--- src/rtl/sound_mixer.sv ---
// Time-multiplexed audio mixer: per-channel volume and pan on one multiplier, saturated signed 16-bit L/R.
// Optional DC blocker after saturation when SOUND_MIXER_DCBLOCK_EN is defined.
module sound_mixer #(
  parameter int NCH  = 4,
  parameter int VOLW = 4
) (
  input  logic                   clk_sys,
  input  logic                   reset,
  input  logic                   i_ce_sample,
  input  logic [NCH*8-1:0]       i_sample,
  input  logic [NCH*VOLW-1:0]    i_vol,
  input  logic [NCH*2-1:0]       i_pan,
  output logic signed [15:0]     o_audio_l,
  output logic signed [15:0]     o_audio_r,
  output logic                   o_valid,
  output logic                   o_busy,
  output logic [1:0]             o_clip,
  output logic                   o_overrun
);

  localparam int CHW   = (NCH > 1) ? $clog2(NCH) : 1;
  localparam int ACCW  = 9 + VOLW + $clog2(NCH) + 1;
  localparam int SHIFT = 8 - VOLW;  // VOLW is expected to be at most 8

`ifdef SOUND_MIXER_DCBLOCK_EN
  typedef enum logic [1:0] {IDLE, ACC, SAT, FILT} state_t;
`else
  typedef enum logic [1:0] {IDLE, ACC, SAT} state_t;
`endif

  state_t                 state_q, state_d;
  logic [CHW-1:0]         chan_q;
  logic [NCH*8-1:0]       smp_p0;
  logic [NCH*VOLW-1:0]    vol_p0;
  logic [NCH*2-1:0]       pan_p0;
  logic signed [ACCW-1:0] acc_l_p1, acc_r_p1;

  int                     ch;
  logic [7:0]             smp_c;
  logic [VOLW-1:0]        vol_c;
  logic [1:0]             pan_c;
  logic signed [8:0]      s_c;
  logic signed [ACCW-1:0] prod_c;
  logic [16:0]            sat_l_c, sat_r_c;

  function automatic logic signed [31:0] scale(input logic signed [ACCW-1:0] a);
    logic signed [31:0] ext;
    ext = {{(32-ACCW){a[ACCW-1]}}, a};
    return ext <<< SHIFT;
  endfunction

  // Returns {clipped, value}.
  function automatic logic [16:0] sat16(input logic signed [31:0] v);
    if (v > 32'sd32767)        return {1'b1, 16'h7fff};
    else if (v < -32'sd32768)  return {1'b1, 16'h8000};
    else                       return {1'b0, v[15:0]};
  endfunction

  function automatic logic [24:0] sat24(input logic signed [31:0] v);
    if (v > 32'sd8388607)        return {1'b1, 24'h7fffff};
    else if (v < -32'sd8388608)  return {1'b1, 24'h800000};
    else                         return {1'b0, v[23:0]};
  endfunction

  always_comb begin
    state_d = state_q;
    case (state_q)
      IDLE: if (i_ce_sample) state_d = ACC;
      ACC:  if (chan_q == CHW'(NCH-1)) state_d = SAT;
`ifdef SOUND_MIXER_DCBLOCK_EN
      SAT:  state_d = FILT;
      FILT: state_d = IDLE;
`else
      SAT:  state_d = IDLE;
`endif
      default: state_d = IDLE;
    endcase
  end

  // Offset-binary to two's complement is an MSB flip; product width covers -128*(2^VOLW-1).
  always_comb begin
    ch     = int'(chan_q);
    smp_c  = smp_p0[8*ch +: 8];
    vol_c  = vol_p0[VOLW*ch +: VOLW];
    pan_c  = pan_p0[2*ch +: 2];
    s_c    = {~smp_c[7], ~smp_c[7], smp_c[6:0]};
    prod_c = {{(ACCW-9){s_c[8]}}, s_c} * {{(ACCW-VOLW){1'b0}}, vol_c};
  end

  assign sat_l_c = sat16(scale(acc_l_p1));
  assign sat_r_c = sat16(scale(acc_r_p1));
  assign o_busy  = (state_q != IDLE);

`ifdef SOUND_MIXER_DCBLOCK_EN
  logic signed [15:0] x_l_p2, x_r_p2, xd_l, xd_r;
  logic signed [23:0] y_l, y_r;
  logic [24:0]        yn_l_c, yn_r_c;

  // y is Q16.8: x scaled by 256, leak of y/256 per sample.
  function automatic logic signed [31:0] dc_next(input logic signed [15:0] x, input logic signed [15:0] xp,
                                                 input logic signed [23:0] y);
    logic signed [31:0] xw, xpw, yw;
    xw  = {{8{x[15]}}, x, 8'h00};
    xpw = {{8{xp[15]}}, xp, 8'h00};
    yw  = {{8{y[23]}}, y};
    return xw - xpw + yw - (yw >>> 8);
  endfunction

  assign yn_l_c = sat24(dc_next(x_l_p2, xd_l, y_l));
  assign yn_r_c = sat24(dc_next(x_r_p2, xd_r, y_r));
`endif

  always_ff @(posedge clk_sys) begin
    if (reset) state_q <= IDLE;
    else       state_q <= state_d;
  end

  always_ff @(posedge clk_sys) begin
    if (reset) begin
      chan_q    <= '0;
      acc_l_p1  <= '0;
      acc_r_p1  <= '0;
      o_audio_l <= '0;
      o_audio_r <= '0;
      o_valid   <= 1'b0;
      o_clip    <= 2'b00;
      o_overrun <= 1'b0;
`ifdef SOUND_MIXER_DCBLOCK_EN
      xd_l      <= '0;
      xd_r      <= '0;
      y_l       <= '0;
      y_r       <= '0;
`endif
    end else begin
      o_valid <= 1'b0;
      if (i_ce_sample && state_q != IDLE) o_overrun <= 1'b1;
      case (state_q)
        // p0: snapshot inputs so later changes cannot disturb this mix
        IDLE: if (i_ce_sample) begin
          smp_p0   <= i_sample;
          vol_p0   <= i_vol;
          pan_p0   <= i_pan;
          acc_l_p1 <= '0;
          acc_r_p1 <= '0;
          chan_q   <= '0;
        end
        // p1: one channel per cycle into both accumulators
        ACC: begin
          acc_l_p1 <= acc_l_p1 + (pan_c[0] ? prod_c : '0);
          acc_r_p1 <= acc_r_p1 + (pan_c[1] ? prod_c : '0);
          chan_q   <= chan_q + CHW'(1);
        end
        // p2: scale to 16 bits and clamp
        SAT: begin
          o_clip <= o_clip | {sat_r_c[16], sat_l_c[16]};
`ifdef SOUND_MIXER_DCBLOCK_EN
          x_l_p2 <= sat_l_c[15:0];
          x_r_p2 <= sat_r_c[15:0];
`else
          o_audio_l <= sat_l_c[15:0];
          o_audio_r <= sat_r_c[15:0];
          o_valid   <= 1'b1;
`endif
        end
`ifdef SOUND_MIXER_DCBLOCK_EN
        // p3: DC blocker, output is integer part of y
        FILT: begin
          o_audio_l <= yn_l_c[23:8];
          o_audio_r <= yn_r_c[23:8];
          o_clip    <= o_clip | {yn_r_c[24], yn_l_c[24]};
          y_l       <= yn_l_c[23:0];
          y_r       <= yn_r_c[23:0];
          xd_l      <= x_l_p2;
          xd_r      <= x_r_p2;
          o_valid   <= 1'b1;
        end
`endif
        default: ;
      endcase
    end
  end

endmodule

--- config.mk ---
export PLATFORM = sky130hd
export DESIGN_NAME = sound_mixer
export DESIGN_NICKNAME = d
export VERILOG_FILES = /design/src/rtl/sound_mixer.sv
export SDC_FILE = /design/constraint.sdc
export NUM_CORES = 1
export LEC_CHECK = 0
export ABC_AREA = 0
export CELL_PAD_IN_SITES_DETAIL_PLACEMENT = 0
export CELL_PAD_IN_SITES_GLOBAL_PLACEMENT = 1
export CORE_MARGIN = 1.5
export CORE_UTILIZATION = 47
export DETAILED_ROUTE_END_ITERATION = 10
export PLACE_DENSITY = 0.91
export SLEW_MARGIN = 15
export SYNTH_ARGS = -nofsm -noshare
export SYNTH_HDL_FRONTEND = slang
export SYNTH_SLANG_ARGS = --single-unit
--- constraint.sdc ---
create_clock -name clk_sys -period 10.21 [get_ports clk_sys]
set_input_delay 2.042 -clock clk_sys [delete_from_list [all_inputs] [get_ports clk_sys]]
set_output_delay 2.042 -clock clk_sys [all_outputs]
set_load 0.005 [all_outputs]
==> metrics.yaml <==
status: "complete, no violations"
clk_pin_slew_ns: 0.06
clockBufferDepth: 2
io_buffers: 95
antenna_found_initial: 0
placed_cells: 948
power.density_nw_per_um2: 196
start_kind: "flop"
cp.required_ns: 10.52
crit_chain: "mux4_1 > and2_1 > ha_1 > inv_1 > fa_1 > fa_1 > inv_1 > ha_1 > a21o_1 > a211oi_1 > nor2_1 > and2_1 > ha_1 > a211oi_1 > nand2_1 > o211a_1 > and2_1 > a311o_1 > a21oi_1 > nor2_1 > xor2_1 > a22o_1"
mostFrequentLayoutCell: "clkdlybuf4s50_1"
cts_tree: "yes"
slew_headroom_pct: 28.2
rows: 44
diodes: 0
first_pass_iters: 4
dieHeight_microns: 127
period_share_pct: 65.1
worst-path-buf-inv: 2
routabilityCongestion: 0.899
drive_gt1_share_pct: 7.54
dp_hpwl_microns: 11700
start_util_pct: 48.8
synth-edff-count: 56
grt-ovfl-total: 0
synth_ff_type: "dfxtp_1"
finalCriticalPeriod_ns: 6.65
gr-usage-all-layers_pct: 20.5
vias: 5398
skew_ns: 0.00791
final-seq-area_sq_um: 3000
grt_pass1_vias: 5651
grt_start_max_net_pins: 67
critPathKind: "flop to flop"
arrival_ns: 6.96
multiInputGateArea_sq_um: 3820
ant_nets: 0
ys_async_sr_fraction_pct: 0
p_total_uw: 1720
cts_hold_buf: 0
remaining_drc_errors: 0
syn_area_sq_um: 7170
end_kind: "flop"
min_path_type: "flop to flop"
grt_setup_unrepaired: "false"
die_w_microns: 127
finalMaxSlewViolations: 0
setup_tns_ns: 0
coreArea_sq_um: 14700
hold-worst-slack_ns: 0.453
crit_slowest_cell: "dfxtp_1"
root_buffer: "clkbuf_16"
cts_buffers: 17
fmaxAchievable_ghz: 0.150
clkSinkCount: 122
drv_cap: 0
yosysSeqAreaShare_pct: 41.9
yosys_warnings: 0
drt-wirelength-per-cell_microns: 15.8
fillCellCount: 1177
cpPeakStageDelay_ns: 0.95
power_leakage_uw: 0.00354
dieArea_sq_um: 16000
hold_violations: 0
vias_per_cell: 5.51
drt_iter0_markers: 313
synthesis.nets: 832
setup_viol: 0
yosysUniqueCellTypes: 54
vdd_ir_drop_max_uv: 145
clock_latency_ns: 0.43
cts_resized: 0
worstMarginPinSlew_ns: 1.08
ys_ff_latch: 122
fin_nets: 914
synth_area_per_cell_sq_um: 10.2
cp_top_family: "adder cells"
wl_microns: 15500
area_growth_pct: 22.7
critPathMaxFanout: 17
layout_common_cells: "clkdlybuf4s50_1 (94), dfxtp_1 (66), a21oi_1 (58)"
h-tree-depth: 4
syn_inst: 701
pin_count: 96
grt_pass1_wl_microns: 26300
instances_no_fill: 980
cts_setup_buffers: 0
-- registers in the layout, indices dropped and copies added, names as in the netlist --
signal,count
o_overrun,1
state_q,2
vol_p0,16
acc_l_p1,16
o_valid,1
o_audio_l,13
pan_p0,8
chan_q,2
o_audio_r,13
o_clip,2
acc_r_p1,16
smp_p0,32
-- per-stage QoR --
step                      utilization (%)  instance area, sq um  worst slack, ns
after CTS                            59.9                  8800             3.51
after global routing                 59.9                  8800             3.10
after global placement               55.9                  8220             3.70
final                                59.9                  8800             3.56
after detailed placement             55.9                  8220             3.52
after floorplan                         -                  7170             3.06
-- layer usage --
layer  vias up  global-route usage (%)  wire length, microns
met4         0                    9.20                   398
li1       2656                       -                     -
met2       143                    34.7                  7630
met1      2564                    24.4                  6780
met3        35                    5.61                   712
met5         -                       0                     0
-- cells by family (layout without fill, tap and decap cells) --
family	count (synthesis)	in the layout	share of synthesized area [%]
buf+inv	85	180	4.92
fa+ha+maj	73	73	14.7
simple gates	207	207	14.4
xor+xnor	30	30	3.66
compound gates	168	168	15.7
flops	122	122	41.9
mux	16	16	4.83
-- worst reg2reg max path, stage by stage (launching register included) --
cell,delay (ns)
dfxtp_1,0.95
mux4_1,0.77
and2_1,0.20
ha_1,0.27
inv_1,0.05
fa_1,0.50
fa_1,0.55
inv_1,0.05
ha_1,0.35
a21o_1,0.20
a211oi_1,0.22
nor2_1,0.08
and2_1,0.16
ha_1,0.33
a211oi_1,0.38
nand2_1,0.09
o211a_1,0.23
and2_1,0.18
a311o_1,0.37
a21oi_1,0.20
nor2_1,0.07
xor2_1,0.14
a22o_1,0.20
-- final timing paths --
check                                                start                         end  slack, ns  cells past startpoint
worst max-delay path                chan_q[0]$_SDFFE_PP0P_   acc_r_p1[13]$_SDFFE_PP0P_       3.56                     22
worst min-delay path            o_audio_r[10]$_SDFFE_PP0P_  o_audio_r[10]$_SDFFE_PP0P_       0.45                      2
worst max register to register      chan_q[0]$_SDFFE_PP0P_   acc_r_p1[13]$_SDFFE_PP0P_       3.56                     22
worst min register to register  o_audio_r[10]$_SDFFE_PP0P_  o_audio_r[10]$_SDFFE_PP0P_       0.45                      2
-- Yosys cell counts, types with 3 or more instances --
master	number	area share, %
a32oi_1	3	0.37
a22oi_1	21	2.2
xor2_1	8	0.98
mux4_1	3	1.1
nand2b_1	8	0.70
a21oi_1	58	4.0
and3_1	5	0.44
nor3_1	6	0.42
fa_1	19	5.3
clkbuf_1	26	1.4
or2_2	4	0.35
nand3_1	5	0.35
nor4_1	3	0.26
o31ai_1	3	0.31
a22o_1	3	0.37
o21ai_0	15	1.0
ha_1	53	9.2
a211oi_1	3	0.31
nand4_1	3	0.26
o21bai_1	5	0.52
nor2b_1	10	0.87
o211ai_1	26	2.7
edfxtp_1	56	23
o21a_1	7	0.73
and2_1	45	3.9
buf_4	7	0.73
nor2_1	57	3.0
mux4_2	11	3.5
inv_1	49	2.6
xnor2_1	22	2.7
nand2_1	51	2.7
dfxtp_1	66	18
or3_1	4	0.35
a21o_1	10	1.0
-- power breakdown --
part | internal (uW) | switching [uW]
Sequential | 540 | 25.6
Combinational | 245 | 312
Clock | 364 | 237
Total | 1150 | 574
-- area by class of cell --
type,instances,share of cell area (%)
clock buffers,17,4.83
clock inverters,15,1.86
inverters,49,2.09
multi-input cells,494,43.4
flip-flops and latches,122,34.1
well taps,184,2.61
repair buffers,99,11.1
No activity file was read; power rests on OpenSTA's default activity.
